**src/rtl/codec_config_sequencer.sv**
```systemverilog
// codec_config_sequencer: ordered, retrying power-up register writes to the audio codec
// over the shared I2C master. Define CODEC_VOLUME_EN to add headphone volume updates.
module codec_config_sequencer #(
  parameter int SETTLE_CYCLES  = 1024,
  parameter int RETRY_MAX      = 3,
  parameter int TIMEOUT_CYCLES = 65535
) (
  input  logic        clk,
  input  logic        reset,
  input  logic        start,
  output logic        i2c_start,
  output logic [15:0] i2c_word,
  input  logic        i2c_done,
  input  logic        i2c_ack,
`ifdef CODEC_VOLUME_EN
  input  logic        vol_req,
  input  logic [6:0]  vol_level,
`endif
  output logic        stream_enable,
  output logic        config_error,
  output logic [3:0]  reg_index
);
  localparam int SW = (SETTLE_CYCLES > 0) ? $clog2(SETTLE_CYCLES + 1) : 1;
  localparam int TW = (TIMEOUT_CYCLES > 1) ? $clog2(TIMEOUT_CYCLES) : 1;
  localparam int RW = (RETRY_MAX > 0) ? $clog2(RETRY_MAX + 1) : 1;
  localparam logic [SW-1:0] SETTLE_LAST = SW'(SETTLE_CYCLES);
  localparam logic [TW-1:0] TOUT_LAST   = TW'(TIMEOUT_CYCLES - 1);
  localparam logic [RW-1:0] RETRY_LIM   = RW'(RETRY_MAX);

  // Handshake: i2c_start is a one-cycle request carrying i2c_word; the master answers with
  // one i2c_done pulse, i2c_ack valid only alongside it. Done pulses outside WAIT are dropped.
  typedef enum logic [2:0] {S_SETTLE, S_ISSUE, S_WAIT, S_CHECK, S_DONE, S_ERROR} state_t;

  state_t        state;
  logic [3:0]    idx;
  logic [RW-1:0] retry_cnt;
  logic [SW-1:0] settle_cnt;
  logic [TW-1:0] tout_cnt;
  logic          ack_q;

  function automatic logic [15:0] table_word(input logic [3:0] i);
    case (i)
      4'd0:    table_word = 16'h1E00;
      4'd1:    table_word = 16'h0C00;
      4'd2:    table_word = 16'h0812;
      4'd3:    table_word = 16'h0A00;
      4'd4:    table_word = 16'h0E23;
      4'd5:    table_word = 16'h102F;
      4'd6:    table_word = 16'h0460;
      4'd7:    table_word = 16'h0660;
      default: table_word = 16'h1201;
    endcase
  endfunction

`ifdef CODEC_VOLUME_EN
  logic       vol_active, vol_second, vol_pend;
  logic [6:0] vol_val, vol_pend_val, vol_next;

  // Left (reg 0x02) or right (reg 0x03) headphone volume, update bit set.
  function automatic logic [15:0] vol_word(input logic right, input logic [6:0] v);
    vol_word = {(right ? 7'h03 : 7'h02), 2'b10, v};
  endfunction

  assign vol_next = vol_req ? vol_level : vol_pend_val;
`endif

  assign reg_index = idx;

  always_ff @(posedge clk) begin
    if (reset) begin
      state         <= S_SETTLE;
      idx           <= 4'd0;
      retry_cnt     <= '0;
      settle_cnt    <= '0;
      tout_cnt      <= '0;
      ack_q         <= 1'b0;
      i2c_start     <= 1'b0;
      i2c_word      <= 16'h1E00;
      stream_enable <= 1'b0;
      config_error  <= 1'b0;
`ifdef CODEC_VOLUME_EN
      vol_active    <= 1'b0;
      vol_second    <= 1'b0;
      vol_pend      <= 1'b0;
      vol_val       <= 7'd0;
      vol_pend_val  <= 7'd0;
`endif
    end else begin
      i2c_start <= 1'b0;
`ifdef CODEC_VOLUME_EN
      if (vol_req && vol_active) begin
        vol_pend     <= 1'b1;
        vol_pend_val <= vol_level;
      end
`endif
      case (state)
        S_SETTLE: begin
          if (settle_cnt == SETTLE_LAST) begin
            state     <= S_ISSUE;
            i2c_start <= 1'b1;
          end else begin
            settle_cnt <= settle_cnt + 1'b1;
          end
        end
        S_ISSUE: begin
          state    <= S_WAIT;
          tout_cnt <= '0;
        end
        S_WAIT: begin
          // A done arriving on the timeout cycle still counts as a completed transfer.
          if (i2c_done) begin
            ack_q <= i2c_ack;
            state <= S_CHECK;
          end else if (tout_cnt == TOUT_LAST) begin
            ack_q <= 1'b0;
            state <= S_CHECK;
          end else begin
            tout_cnt <= tout_cnt + 1'b1;
          end
        end
        S_CHECK: begin
          if (!ack_q) begin
            if (retry_cnt < RETRY_LIM) begin
              retry_cnt <= retry_cnt + 1'b1;
              i2c_start <= 1'b1;
              state     <= S_ISSUE;
            end else begin
              state         <= S_ERROR;
              config_error  <= 1'b1;
              stream_enable <= 1'b0;
`ifdef CODEC_VOLUME_EN
              vol_active    <= 1'b0;
              vol_pend      <= 1'b0;
`endif
            end
          end else begin
            retry_cnt <= '0;
`ifdef CODEC_VOLUME_EN
            if (vol_active) begin
              if (!vol_second) begin
                vol_second <= 1'b1;
                idx        <= 4'd7;
                i2c_word   <= vol_word(1'b1, vol_val);
                i2c_start  <= 1'b1;
                state      <= S_ISSUE;
              end else begin
                vol_active <= 1'b0;
                idx        <= 4'd8;
                state      <= S_DONE;
              end
            end else
`endif
            if (idx == 4'd8) begin
              state         <= S_DONE;
              stream_enable <= 1'b1;
            end else if (idx == 4'd0) begin
              // The codec needs another settle period after its soft reset.
              idx        <= 4'd1;
              i2c_word   <= table_word(4'd1);
              settle_cnt <= '0;
              state      <= S_SETTLE;
            end else begin
              idx       <= idx + 4'd1;
              i2c_word  <= table_word(idx + 4'd1);
              i2c_start <= 1'b1;
              state     <= S_ISSUE;
            end
          end
        end
        S_DONE, S_ERROR: begin
          if (start) begin
            state         <= S_SETTLE;
            idx           <= 4'd0;
            retry_cnt     <= '0;
            settle_cnt    <= '0;
            i2c_word      <= 16'h1E00;
            stream_enable <= 1'b0;
            config_error  <= 1'b0;
`ifdef CODEC_VOLUME_EN
            vol_pend      <= 1'b0;
`endif
          end
`ifdef CODEC_VOLUME_EN
          else if (state == S_DONE && (vol_req || vol_pend)) begin
            vol_active <= 1'b1;
            vol_second <= 1'b0;
            vol_pend   <= 1'b0;
            vol_val    <= vol_next;
            idx        <= 4'd6;
            i2c_word   <= vol_word(1'b0, vol_next);
            retry_cnt  <= '0;
            i2c_start  <= 1'b1;
            state      <= S_ISSUE;
          end
`endif
        end
        default: state <= S_SETTLE;
      endcase
    end
  end
endmodule

```
**config.mk**
```make
export PLATFORM = sky130hd
export DESIGN_NAME = codec_config_sequencer
export DESIGN_NICKNAME = d
export VERILOG_FILES = /design/src/rtl/codec_config_sequencer.sv
export SDC_FILE = /design/constraint.sdc
export NUM_CORES = 1
export LEC_CHECK = 0
export BUFFER_PORTS_ARGS = -buffer_cell sky130_fd_sc_hd__buf_2
export CELL_PAD_IN_SITES_DETAIL_PLACEMENT = 0
export CELL_PAD_IN_SITES_GLOBAL_PLACEMENT = 2
export CORE_MARGIN = 4
export CORE_UTILIZATION = 38
export DETAILED_ROUTE_END_ITERATION = 8
export PLACE_DENSITY_LB_ADDON = 0.3
export RECOVER_POWER = 100
export SLEW_MARGIN = 20
export SYNTH_ARGS = -nofsm -noshare
export SYNTH_HDL_FRONTEND = slang
export SYNTH_SLANG_ARGS = --single-unit
```
**constraint.sdc**
```tcl
create_clock -name clk -period 3.1 [get_ports clk]
set_input_delay 0.62 -clock clk [delete_from_list [all_inputs] [get_ports clk]]
set_output_delay 0.62 -clock clk [all_outputs]
set_load 0.05 [all_outputs]
```
==> results of run 1 <==
[through the flow]
stage | power [mW] | instance area, µm² | worst slack [ns] | utilization | hold WS [ns]
global placement | 0.804 | 3030 | 1.02 | 0.415 | 0.447
floorplan | 0.778 | 2870 | 0.950 | - | 0.450
global route | 1.26 | 3060 | 0.388 | 0.420 | 0.501
finish | 1.20 | 3060 | 0.706 | 0.420 | 0.465
detailed placement | 0.805 | 3030 | 0.953 | 0.415 | 0.449
CTS | 1.22 | 3120 | 0.926 | 0.427 | 0.470
[logic make-up (layout without fill, tap and decap cells)]
logic type	Yosys count	after routing
fa+ha+maj	9	9
simple gates	151	151
xor+xnor	4	4
compound gates	84	84
mux	5	5
buf+inv	37	51
flops	50	50
other cells	1	5
[layout make-up]
class                           instances  area, µm²
Sequential cell                        50       1000
Clock inverter                          1       5.00
Multi-Input combinational cell        258       1670
Fill cell                             806       4230
Inverter                               15       56.3
Tap cell                               99        124
Timing Repair Buffer                   28        124
Clock buffer                            7       86.3
[worst max-delay path, delay by kind of cell]
family	cells	cell delay (ns)
buffers and inverters	2	1.43
AO/OA/AOI/OAI	1	0.19
AND/OR/NAND/NOR	1	0.34
[power by group through the flow]
| stage | combinational [mW] | sequential (mW) | clock, mW |
|---|---|---|---|
| final | 0.120 | 0.669 | 0.412 |
| after global routing | 0.136 | 0.672 | 0.452 |
| after CTS | 0.123 | 0.669 | 0.426 |
| after detailed placement | 0.121 | 0.684 | 0 |
| after global placement | 0.121 | 0.684 | 0 |
| after floorplan | 0.100 | 0.678 | 0 |
[final timing paths]
path,end,slack [ns],cells past startpoint
setup reg to reg,tout_cnt[8],0.72,4
hold reg to reg,i2c_word[5],0.46,2
setup / recovery,ack_q,0.71,4
hold / removal,i2c_word[5],0.46,2
[cells in the mapped netlist (5+ instances only)]
| library cell | count | area share |
|---|---|---|
| a2111oi_0 | 5 | 0.015 |
| a21oi_1 | 12 | 0.021 |
| a22oi_1 | 5 | 0.013 |
| a31oi_1 | 9 | 0.020 |
| and3_1 | 5 | 0.011 |
| buf_2 | 5 | 0.0088 |
| buf_4 | 7 | 0.018 |
| clkbuf_1 | 8 | 0.011 |
| dfxtp_1 | 50 | 0.35 |
| ha_1 | 9 | 0.039 |
| inv_1 | 13 | 0.017 |
| mux2i_1 | 5 | 0.018 |
| nand2_1 | 34 | 0.045 |
| nand2b_1 | 7 | 0.015 |
| nand3_1 | 12 | 0.021 |
| nand4_1 | 10 | 0.022 |
| nor2_1 | 24 | 0.032 |
| nor2b_1 | 5 | 0.011 |
| nor3_1 | 5 | 0.0088 |
| nor4_1 | 5 | 0.011 |
| o21ai_0 | 6 | 0.011 |
| o21ai_1 | 8 | 0.014 |
| or3_1 | 9 | 0.020 |
| or4_1 | 5 | 0.013 |
[layer usage]
| metal | vias up | wire [µm] | global-route usage |
|---|---|---|---|
| met5 | - | 0 | 0 |
| met4 | 0 | 128 | 0.0529 |
| met3 | 9 | 288 | 0.0335 |
| met2 | 50 | 3260 | 0.280 |
| met1 | 1259 | 3370 | 0.232 |
| li1 | 1299 | - | - |
[sequential cells by signal (all words and copies together), names as in the netlist]
| signal | cells |
|---|---|
| tout_cnt | 16 |
| settle_cnt | 11 |
| i2c_word | 10 |
| reg_index | 4 |
| state | 3 |
| retry_cnt | 2 |
| ack_q | 1 |
| config_error | 1 |
| i2c_start | 1 |
| stream_enable | 1 |
==> results.json, run 1 <==
{
  "status": "finished, final reports clean",
  "cts_made_buffers": 5,
  "maxCapViolCount": 0,
  "cts_setup_buffers": 0,
  "syn_area_um2": 2850,
  "numClockSinks": 50,
  "swShare": 0.276,
  "synth.distinct_cells": 67,
  "synth-seq-area-share": 0.351,
  "crit_path_end_kind": "register",
  "first_pass_iters": 4,
  "mostFrequentLayoutCell": "dfxtp_1",
  "grt_pass1_wl_mm": 12.5,
  "ios": 28,
  "cts_tree": "done",
  "switching_power_uw": 332,
  "final_cells": 458,
  "avgRoutedWirePerCell_um": 15.4,
  "worst_slew_pin_slew_ns": 1.20,
  "synthCells": 341,
  "htreeDepth": 2,
  "cp_slowest_cell": "clkbuf_1",
  "grt_antenna_before_repair": 0,
  "drcViolationCount": 0,
  "setup_total_negative_slack_ns": 0,
  "relSlewSlack": 0.198,
  "internal_power_uw": 870,
  "rows": 31,
  "fin_crit_ns": 2.39,
  "crit_path_max_fanout": 27,
  "pwr-share-comb": 0.100,
  "hold_start": "i2c_word[5]",
  "ir_drop_mv": 0.157,
  "synth_top_family_by_area": "simple AND/OR/NAND/NOR gates",
  "dp_cells": 450,
  "drive_above_1_share": 0.0474,
  "clk_pin_slew_ns": 0.09,
  "yosys.area_share.simple": 0.306,
  "gp_congestion": 0.835,
  "synth_edf_count": 0,
  "design.die.area_um2": 8960,
  "fp.dieH_um": 94.7,
  "dp_hpwl_mm": 5.05,
  "hold_class": "register to register",
  "synthAdderAreaFrac": 0.0395,
  "finalSetupViolations": 0,
  "synthMuxAreaShare": 0.0175,
  "final_nets": 372,
  "yosysWarnings": 0,
  "grt_pass1_vias": 2559,
  "via_count": 2617,
  "r2r_start": "state[1]",
  "rsz0062_at_grt": "no",
  "worst_ep_arrival_time_ns": 2.60,
  "drv_slew": 0,
  "cts_hold_buf": 0,
  "die_w_um": 94.7,
  "synth_async_sr_flop_share": 0,
  "clock_latency_ns": 0.31,
  "io_buffer_count": 22,
  "skew_ns": 0.00869,
  "powerDensity_nw_per_um2": 392,
  "required_ns": 3.30,
  "grt_usage": 0.173,
  "cp_cell_sequence": "clkbuf_1 -> clkinv_1 -> and3_1 -> a32o_1",
  "pwr-share-seq": 0.557,
  "period_share": 0.772,
  "wirelength_mm": 7.04,
  "ys_ff_latch": 50,
  "drtAntennaViolNets": 0,
  "hold_violations": 0,
  "cts-root-buf": "clkbuf_8",
  "core_area_um2": 7290,
  "viasPerCell": 5.71,
  "clockBufferDepth": 2,
  "cpPeakStageDelay_ns": 0.86,
  "avgSynthCellArea_um2": 8.37,
  "synth-main-ff-cell": "dfxtp_1",
  "areaGrowthSynthToFinish_pct": 7.32,
  "ctsResizeCount": 0,
  "crit_type": "input port to register",
  "worst_setup_path_start_kind": "input port",
  "synth-compound-area-share": 0.210,
  "drt_iter0_markers": 111,
  "antenna_cells": 0,
  "start_util": 0.391,
  "crit_start": "reset",
  "final_cell_mix": "dfxtp_1, nand2_1, nor2_1",
  "leakagePower_nw": 1.06,
  "max_clock_freq_mhz": 418,
  "synth-xor-area-share": 0.0123,
  "grt_max_degree": 28,
  "pwr-share-clk": 0.343,
  "grt-ovfl-total": 0
}
No activity file was read; power rests on OpenSTA's default activity.
==> run 2: changes to the inputs <==
ABC_AREA = 1   (was default)
CORE_UTILIZATION = 32   (was 38)
clock period = 2.5 ns   (was 3.1 ns; I/O delays follow)
==> results.json, run 2 <==
{
  "mostFrequentLayoutCell": "nand2_1",
  "finalSetupViolations": 0,
  "max_flop_register": "tout_cnt",
  "drv_slew": 0,
  "synth-seq-area-share": 0.337,
  "antenna_cells": 0,
  "synth.distinct_cells": 31,
  "met1Wirelength_mm": 3.94,
  "synth_area_leaders": "dfxtp_1, nand2_1, nand3_1",
  "crit_path_frequent_cell": "nand2_1",
  "via_count": 2827,
  "dp_cells": 583,
  "rows": 34,
  "clock_latency_ns": 0.31,
  "grt_usage": 0.145,
  "start_util": 0.334,
  "synth_edf_count": 0,
  "final_nets": 496,
  "rsz0062_at_grt": "no",
  "period_share": 0.826,
  "gp_congestion": 0.834,
  "hold_violations": 0,
  "io_buffer_count": 22,
  "synth_area_leader_cell": "dfxtp_1",
  "ir_drop_mv": 0.260,
  "die_w_um": 104,
  "fp.dieH_um": 104,
  "avgSynthCellArea_um2": 6.42,
  "cts_made_buffers": 5,
  "synth_async_sr_flop_share": 0,
  "dp_slack_ns": 0.597,
  "cts_hold_buf": 0,
  "powerDensity_nw_per_um2": 672,
  "required_ns": 2.70,
  "hold_class": "register to register",
  "largest_reg_flops": 16,
  "worst_setup_path_start_kind": "register",
  "finalPower_mw": 2.17,
  "grt-ovfl-total": 0,
  "fillCellCount": 1019,
  "crit_path_end_kind": "register",
  "clockBufferDepth": 2,
  "synthCells": 463,
  "cts_tree": "done",
  "grt_max_degree": 35,
  "multi_input_area_um2": 1650,
  "drtAntennaViolNets": 0,
  "areaGrowthSynthToFinish_pct": 8.46,
  "met3WireLength_um": 196,
  "core_area_um2": 8890,
  "final_cells": 591,
  "skew_ns": 0.0151,
  "crit_type": "register to register",
  "drive_above_1_share": 0.0538,
  "synthTopCellsByCount": "nand2_1, inv_1, nor2_1, dfxtp_1, nand3_1",
  "viasPerCell": 4.78,
  "grt_pass1_wl_mm": 13.2,
  "setup_total_negative_slack_ns": 0,
  "maxCapViolCount": 0,
  "fin_crit_ns": 2.07,
  "worst_ep_arrival_time_ns": 2.26,
  "numClockSinks": 50,
  "yosysWarnings": 0,
  "synth.most_common_cell": "nand2_1",
  "final_cell_mix": "nand2_1, inv_1, nor2_1",
  "cpPeakStageDelay_ns": 0.43,
  "ctsResizeCount": 0,
  "cp_cell_sequence": "inv_1 -> nand2_1 -> nor2_1 -> nand3_1 -> nand2_2 -> nand2_1 -> nand2_1 -> nor2_1",
  "grt_pass1_vias": 2689,
  "top_regs": "tout_cnt (16), settle_cnt (11), i2c_word (10)",
  "synth-main-ff-cell": "dfxtp_1",
  "cts-root-buf": "clkbuf_8",
  "cp_slowest_cell": "nand2_2",
  "worst_slew_pin_slew_ns": 0.620,
  "wirelength_mm": 7.63,
  "avgRoutedWirePerCell_um": 12.9,
  "cts_setup_buffers": 0,
  "synth_top_area_share": 0.337,
  "ys_ff_latch": 50,
  "crit_path_max_fanout": 16,
  "seq_area_um2": 1000,
  "syn_area_um2": 2970,
  "ios": 28,
  "drcViolationCount": 0,
  "status": "finished, final reports clean",
  "design.die.area_um2": 10900,
  "finalWorstSetupSlack_ns": 0.435,
  "leakagePower_nw": 1.31,
  "grt_antenna_before_repair": 0,
  "drt_iter0_markers": 146,
  "dp_hpwl_mm": 5.59,
  "clk_pin_slew_ns": 0.10,
  "wl_met2_mm": 3.46,
  "first_pass_iters": 4,
  "htreeDepth": 2,
  "highest_layer": "met4",
  "relSlewSlack": 0.588,
  "max_clock_freq_mhz": 484
}
run 2: cell count changes in the layout (fill, tap and decap cells not counted), moves of 8 or more:
cell     change
a21oi_1     +25
a31oi_1      -8
inv_1       +42
nand2_1     +88
nand3_1     +34
nor2_1      +30
o21ai_0     +12
or3_1        -9
run 2: worst paths after layout:
path                    start          end  slack (ns)  cells after the start
setup / recovery     state[2]  tout_cnt[9]        0.43                      8
setup reg to reg     state[2]  tout_cnt[9]        0.43                      8
hold reg to reg   i2c_word[6]  i2c_word[6]        0.47                      2
hold / removal    i2c_word[6]  i2c_word[6]        0.47                      2
run 2: final cells by class:
type | instances | area share
clock buffer | 5 | 0.0213
clock inverter | 3 | 0.0124
inverter | 58 | 0.0675
multi-input combinational | 342 | 0.512
sequential | 50 | 0.310
tap | 108 | 0.0419
timing repair buffer | 25 | 0.0341
run 2: critical path: cells and delay by family, from the launching register on:
| kind | cells | cell delay (ns) |
|---|---|---|
| DFF | 1 | 0.37 |
| and+or+nand+nor | 7 | 1.48 |
| buffers and inverters | 1 | 0.11 |
run 2: cell families after synthesis:
kind of cell | count (synthesis) | share of synthesized area
AOI/OAI and AO/OA | 67 | 0.121
xor gates and xnor gates | 6 | 0.0177
adders and majority gates | 9 | 0.0379
buffers and inverters | 75 | 0.108
DFF | 50 | 0.337
other | 1 | 0.00126
and+or+nand+nor | 255 | 0.378
run 2: through the flow:
| stage | util | hold slack [ns] | cell area, µm² |
|---|---|---|---|
| 3_5_place_dp | 0.355 | 0.453 | 3150 |
| 5_1_grt | 0.363 | 0.471 | 3220 |
| 4_1_cts | 0.367 | 0.465 | 3260 |
| 3_3_place_gp | 0.355 | 0.451 | 3150 |
| 6_report | 0.363 | 0.469 | 3220 |
| 2_1_floorplan | - | 0.446 | 2990 |
run 2: power by group:
part | internal [mW] | switching (mW)
sequential | 0.854 | 0.0556
clock | 0.295 | 0.288
combinational | 0.173 | 0.502
total | 1.32 | 0.846
run 2: routing by layer:
layer / up-vias / track usage
met3: 2 / 0.0223
met1: 1255 / 0.200
met2: 39 / 0.239
met4: 0 / 0.0313
li1: 1531 / -
met5: - / 0
